File: src/rtl/if_fetch_stage.sv
// if_fetch_stage
//   Instruction-fetch stage. Owns the architectural PC, issues one read at a
//   time to a variable-latency instruction memory and presents fetched words
//   to decode through an IF/ID register. A single-entry hold buffer absorbs a
//   response that arrives while decode is frozen. A branch redirect flushes
//   the stage and drops any response still in flight.
//
//   Ports
//     clk            rising-edge clock
//     rst            asynchronous reset, active low
//     freeze         decode hazard: hold IF/ID and the PC
//     branch_taken   redirect request from EXE
//     branch_addr    redirect target (bits [1:0] ignored)
//     imem_req       read request (accepted when imem_req && imem_ready)
//     imem_addr      read address, always pc_reg, word aligned
//     imem_ready     memory accepts the request
//     imem_rvalid    read data valid
//     imem_rdata     read data
//     if_pc          address of presented instruction + PC_STEP
//     if_instruction presented instruction (NOP_WORD when if_valid=0)
//     if_valid       IF/ID slot holds a real instruction
module if_fetch_stage #(
   parameter logic [31:0] RESET_PC = 32'h0000_0000,
   parameter logic [31:0] PC_STEP  = 32'd4,
   parameter logic [31:0] NOP_WORD = 32'h0000_0000
) (
   input  logic        clk,
   input  logic        rst,
   input  logic        freeze,
   input  logic        branch_taken,
   input  logic [31:0] branch_addr,
   output logic        imem_req,
   output logic [31:0] imem_addr,
   input  logic        imem_ready,
   input  logic        imem_rvalid,
   input  logic [31:0] imem_rdata,
   output logic [31:0] if_pc,
   output logic [31:0] if_instruction,
   output logic        if_valid
);

   typedef enum logic {
      ST_REQ,
      ST_WAIT
   } state_t;

   state_t      state;
   logic [31:0] pc_reg;
   logic        discard;
   logic        hold_full;
   logic [31:0] hold_data;
   logic [31:0] hold_pc;

   logic        accept;
   logic        resp;
   logic        resp_keep;
   logic [31:0] pc_seq;
   logic [31:0] branch_target;

   // Request is gated by rst so nothing is issued while reset is asserted.
   assign imem_req      = rst && (state == ST_REQ) && !hold_full;
   assign imem_addr     = pc_reg;
   assign accept        = imem_req && imem_ready;
   assign resp          = (state == ST_WAIT) && imem_rvalid;
   // A redirect in the same cycle overrides any response.
   assign resp_keep     = resp && !discard && !branch_taken;
   assign pc_seq        = pc_reg + PC_STEP;
   assign branch_target = branch_addr & ~32'd3;

   always_ff @(posedge clk or negedge rst) begin
      if (!rst) begin
         state          <= ST_REQ;
         pc_reg         <= RESET_PC & ~32'd3;
         discard        <= 1'b0;
         hold_full      <= 1'b0;
         hold_data      <= '0;
         hold_pc        <= '0;
         if_pc          <= '0;
         if_instruction <= NOP_WORD;
         if_valid       <= 1'b0;
      end else if (branch_taken) begin
         pc_reg         <= branch_target;
         hold_full      <= 1'b0;
         if_valid       <= 1'b0;
         if_instruction <= NOP_WORD;
         case (state)
            ST_REQ: begin
               // A request accepted alongside the redirect fetches the old PC.
               if (accept) begin
                  state   <= ST_WAIT;
                  discard <= 1'b1;
               end
            end
            ST_WAIT: begin
               if (imem_rvalid) begin
                  state   <= ST_REQ;
                  discard <= 1'b0;
               end else begin
                  discard <= 1'b1;
               end
            end
            default: state <= ST_REQ;
         endcase
      end else begin
         case (state)
            ST_REQ: begin
               if (accept) state <= ST_WAIT;
            end
            ST_WAIT: begin
               if (imem_rvalid) begin
                  state   <= ST_REQ;
                  discard <= 1'b0;
               end
            end
            default: state <= ST_REQ;
         endcase

         // PC advances on delivery, so pc_reg is the address of the word in flight.
         if (resp_keep) pc_reg <= pc_seq;

         if (!freeze) begin
            if (hold_full) begin
               if_instruction <= hold_data;
               if_pc          <= hold_pc;
               if_valid       <= 1'b1;
               hold_full      <= 1'b0;
            end else if (resp_keep) begin
               if_instruction <= imem_rdata;
               if_pc          <= pc_seq;
               if_valid       <= 1'b1;
            end else begin
               if_instruction <= NOP_WORD;
               if_valid       <= 1'b0;
            end
         end

         // Response that cannot go straight into IF/ID is parked; this
         // assignment must follow the buffer drain above so it takes effect.
         if (resp_keep && (freeze || hold_full)) begin
            hold_data <= imem_rdata;
            hold_pc   <= pc_seq;
            hold_full <= 1'b1;
         end
      end
   end

endmodule

File: config.mk
export PLATFORM = sky130hd
export DESIGN_NAME = if_fetch_stage
export DESIGN_NICKNAME = d
export VERILOG_FILES = /design/src/rtl/if_fetch_stage.sv
export SDC_FILE = /design/constraint.sdc
export NUM_CORES = 1
export LEC_CHECK = 0
export CAP_MARGIN = 20
export CORE_UTILIZATION = 50
export DETAILED_ROUTE_END_ITERATION = 10
export HOLD_SLACK_MARGIN = 0.06
export PLACE_DENSITY = 0.9
export SLEW_MARGIN = 20
export SYNTH_ARGS = -nofsm -noshare
export SYNTH_HDL_FRONTEND = slang
export SYNTH_SLANG_ARGS = --single-unit
File: constraint.sdc
create_clock -name clk -period 3.2 [get_ports clk]
set_input_delay 0.32 -clock clk [delete_from_list [all_inputs] [get_ports clk]]
set_output_delay 0.32 -clock clk [all_outputs]
set_load 0.005 [all_outputs]
Yosys cells after proc, flatten, opt, wreduce, memory -nomap -nowiden
Cells that the tools add are included.

Bits in writable memories: 0. Bits in latches: 0. Word-level logic and storage cells: 56. Output and inout port bits: 98. ROM bits: 0. Memories kept: 0. Flip-flop bits (word level): 164.

Order comparisons: 0. Bitwise operators: 3. Muxes and demuxes: 22. Add/sub/neg operators: 1. Shift operators: 0. Reduce and logical (&&, ||, !) cells: 18. Multipliers: 0. Eq/ne operators: 3. Div/mod/pow operators: 0.

Operators by type and width (count): 32-bit 2-to-1 mux (7); 32-bit by 3-bit adder with 32-bit output, second input constant (1); 1-bit 2-to-1 mux (13); 2-bit nonzero test (4); 1-bit logical AND (7); 3-bit AND reduction (2); 1-bit case mux with 2 select lines (2); 1-bit logical NOT (3); 3-bit by 1-bit inequality test with 1-bit output, second input constant (1); 3-bit inequality test, second input constant (1); 1-bit NOT (3); 2-bit by 1-bit inequality test with 1-bit output, second input constant (1); 2-bit AND reduction (1); 1-bit logical OR (1).

Logic depth before layout (Yosys ltp)
Depth in word-level cells: 7. Mapped depth: 8. Gate-level depth less buffers: 6.

Worst setup path before layout
No wires, ideal clock.

Path kind: flip-flop to flip-flop. From: register pc_reg[2] (netlist: imem_addr[2]). To: register if_pc[30]. Setup time: 0.130 ns. Arrival time: 1.943 ns. Buffers on the path: 0. Cell stages (with the launch flop): 7. Path slack: 1.127 ns. Required time: 3.070 ns. Cells stage by stage: dfrtp_1 -> ha_1 -> nand3_2 -> or4_4 -> o31a_1 -> o31ai_1 -> o21ai_1.

Cells in the longest elaborated chain, start to end: 3.

RTL lines: start: declaration (RTL line 48) `logic [31:0] pc_reg;`; start signal: assignment (RTL line 73) `pc_reg <= RESET_PC & ~32'd3;`; start signal: assignment (RTL line 82) `pc_reg <= branch_target;`; start signal: assignment (RTL line 119) `if (resp_keep) pc_reg <= pc_seq;`; 32-bit by 3-bit adder with 32-bit output (RTL line 67) `assign pc_seq = pc_reg + PC_STEP;`; 32-bit 2-to-1 mux (RTL line 127) `end else if (resp_keep) begin`; 32-bit 2-to-1 mux (RTL line 122) `if (hold_full) begin`; end signal: assignment (RTL line 124) `if_pc <= hold_pc;`; end signal: assignment (RTL line 129) `if_pc <= pc_seq;`; end: declaration (RTL line 37) `output logic [31:0] if_pc,`.

Every way passes these cells. The select of a mux whose other input is x is not followed. A chain may end at the register's enable or synchronous reset.

Worst setup path in the final report
From: input port rst. To: output port imem_req.

Cells in the longest elaborated chain, start to end: 2.

RTL lines: start: declaration (RTL line 28) `input logic rst,`; 1-bit logical AND (2 in a row) (RTL line 61) `assign imem_req = rst && (state == ST_REQ) && !hold_full;`; end: declaration (RTL line 32) `output logic imem_req,`.

Every way passes these cells.

==> results by group <==
Clock network
  • CTS buffer count: 17
  • CTS Sinks: 158
  • # H-tree levels: 4
  • Root Buffer: clkbuf_16
  • Worst-case clock buffer depth: 2
  • Clock-pin slew on the worst setup and hold paths: 60 ps
  • Post-cts resize count: 0
  • Clk_lat worst skew: 420 ps
  • Post-CTS setup buffer count: 0
  • Hold_buf cts: 1
  • CTS tree: yes

Critical path
  • R2R Setup Slk: 810 ps
  • R2r startpoint: imem_addr[2]
  • Worst setup SP type: input port
  • R2R Path End: if_pc[22]
  • Setup crit start: rst
  • WS Path Type: in2out
  • Worst R2R Path Depth: 6
  • Req. time, crit path: 2880 ps
  • Worst-path maximum fanout: 46
  • Setup crit end kind: primary output
  • Arrival @ worst endpoint: 2120 ps

Finish
  • Final instance area: 9880 sq um
  • Layout area overhead: 30.4%
  • ANT cells: 0
  • # nets final: 958
  • Layout cells sized above 1: 12.0%

Timing
  • Max-slew headroom: 49.2%
  • Setup TNS: 0 ps
  • Final setup fails: 0
  • Fin crit share: 76.3%
  • Fmax: 410 MHz
  • Clock Skew: 7.55 ps
  • RSZ-0062 raised after global routing: false
  • Slew Limit Fails: 0
  • Final critical-path required period: 2440 ps
  • Worst Tran Pin Value: 755 ps
  • Fin. Hold Viols: 0

Drt
  • First drt pass iteration count: 10
  • Routed WL: 19600 um
  • Drt wl/cell: 18.1 um
  • Via density: 5.82
  • Vias: 6304
  • Iteration-0 DRC Markers: 577
  • Final ANT Viol Nets: 0
  • Remaining routing DRC violations: 10

Placed design
  • Post-DP Area: 9280 sq um
  • RePlAce Congestion: 0.870
  • PortBufs: 161
  • HPWL Detailed: 12700 um

Yosys
  • Asr flop ratio synth: 100%
  • Most area-consuming cells after synthesis: dfrtp_1 52%, mux2_2 5.9%, a221oi_1 3.8%
  • Synth unique cells: 51
  • Synth Instances: 751
  • Mapped cell area: 7580 sq um
  • Most common cell in the netlist: dfrtp_1
  • Sequential share of the synthesized area: 52.2%
  • Number of flops mapped to enable cells by yosys: 0
  • Commonest cells in the netlist: 158 x dfrtp_1, 69 x nand2_1, 51 x nor2_1
  • Post-synth top area share: 52.2%
  • YS warnings: 0
  • Most common flop cell mapped by yosys: dfrtp_1
  • Syn avg cell area: 10.1 sq um
  • Register bit total from synthesis: 158
  • Synth area leader: dfrtp_1

Power
  • Power per cell area: 634 nW/um^2
  • Leak pwr: 0.00396 uW
  • Worst VDD drop: 400 uV

Global routing
  • Vias in the first global route: 6262
  • Tot GR Track Use: 26.2%
  • Largest net degree at the start of global routing: 116
  • Antenna violations before repair: 0
  • First-pass GRT wire length: 32300 um
  • Grt ovf: 0

Run status
  • Failing checks: design-rule violations
  • Status: finished with violations

Worst hold path
  • Hold Path Depth: 3
  • Hold Path Origin: freeze
  • Hold EP: hold_full
  • Hold Path Class: in2reg

Job
  • Max cap viols: 0

Floorplan
  • Die height: 125 um
  • Die W: 125 um
  • Die ar.: 15700 sq um
  • Rows: 44
  • Ports: 168
  • Area of the core: 14600 sq um
  • Initial core utilization: 51.8%
==> kinds of logic (layout without fill, tap and decap cells) <==
family | Yosys count | after routing | synth area share [%]
flip-flops | 158 | 158 | 52.2
buffers and inverters | 71 | 217 | 4.31
AO/OA/AOI/OAI | 155 | 155 | 12.3
AND/OR/NAND/NOR | 268 | 268 | 18.4
adder cells (fa/ha/maj) | 1 | 1 | 0.165
XOR/XNOR | 53 | 53 | 6.12
other | 1 | 4 | 0.0495
multiplexers | 44 | 44 | 6.47
==> worst max path at each step <==
| stage | end | slack (ps) |
|---|---|---|
| after floorplan | if_pc[30] | 1130 |
| after global placement | if_pc[19] | 740 |
| after detailed placement | if_pc[19] | 690 |
| after CTS | imem_req | 740 |
| after global routing | imem_req | 670 |
| final | imem_req | 760 |
==> critical path, cell delays in order <==
cell	delay, ps
dlygate4sd3_1	540
buf_6	360
nor3b_1	320
clkdlybuf4s50_1	560
==> through the flow <==
stage / setup WS [ps] / util [%] / instances / hold slack [ps] / total power [uW]
detailed placement: 687 / 63.3 / 1051 / 269 / 4230
CTS: 744 / 67.5 / 1084 / 309 / 6310
global route: 672 / 67.5 / 1084 / 374 / 6590
floorplan: 1130 / - / 754 / 24.4 / 3460
global placement: 739 / 63.3 / 1051 / 267 / 4150
finish: 759 / 67.5 / 1084 / 320 / 6270
==> power by group <==
group | internal (uW) | leakage, uW | total (uW) | switching, uW
combinational | 808 | 0.00170 | 1340 | 527
clock | 1260 | 0.000291 | 2050 | 795
sequential | 2520 | 0.00197 | 2880 | 360
==> metal layers <==
metal  up-vias  track usage [%]  part of all wire [%]
met4         0             12.9                   2.7
met3        41             4.54                   5.2
met1      3103             35.5                    44
li1       2909                -                     -
met5         -                0                     0
met2       251             40.8                    48
==> flip-flops by register name, summed over array words and instances, names as in the netlist <==
register and count:
hold_full 1, hold_data 32, discard 1, if_pc 30
state 1, if_instruction 32, imem_addr 30, hold_pc 30
if_valid 1
==> placed cells by master, fill, tap and decap left out, types with 16 or more instances in the layout <==
cell type and n:
o21ai_1 18, nor2_1 51, nand2_1 69, buf_4 16
mux2_2 40, clkdlybuf4s50_1 158, clkbuf_16 17, xnor2_1 30
a221oi_1 33, nor3_1 43, nor2b_1 33, o21ai_0 47
dfrtp_1 157, a21oi_1 42, xor2_1 23
==> area by class of cell <==
type	count	area, sq um
inverter	7	26.3
fill	1069	4760
timing repair buffer	178	1750
tap	184	230
multi-input combinational	525	3330
sequential	158	3960
clock buffer	20	457
clock inverter	12	143
Power figures use the tool's default switching activity.
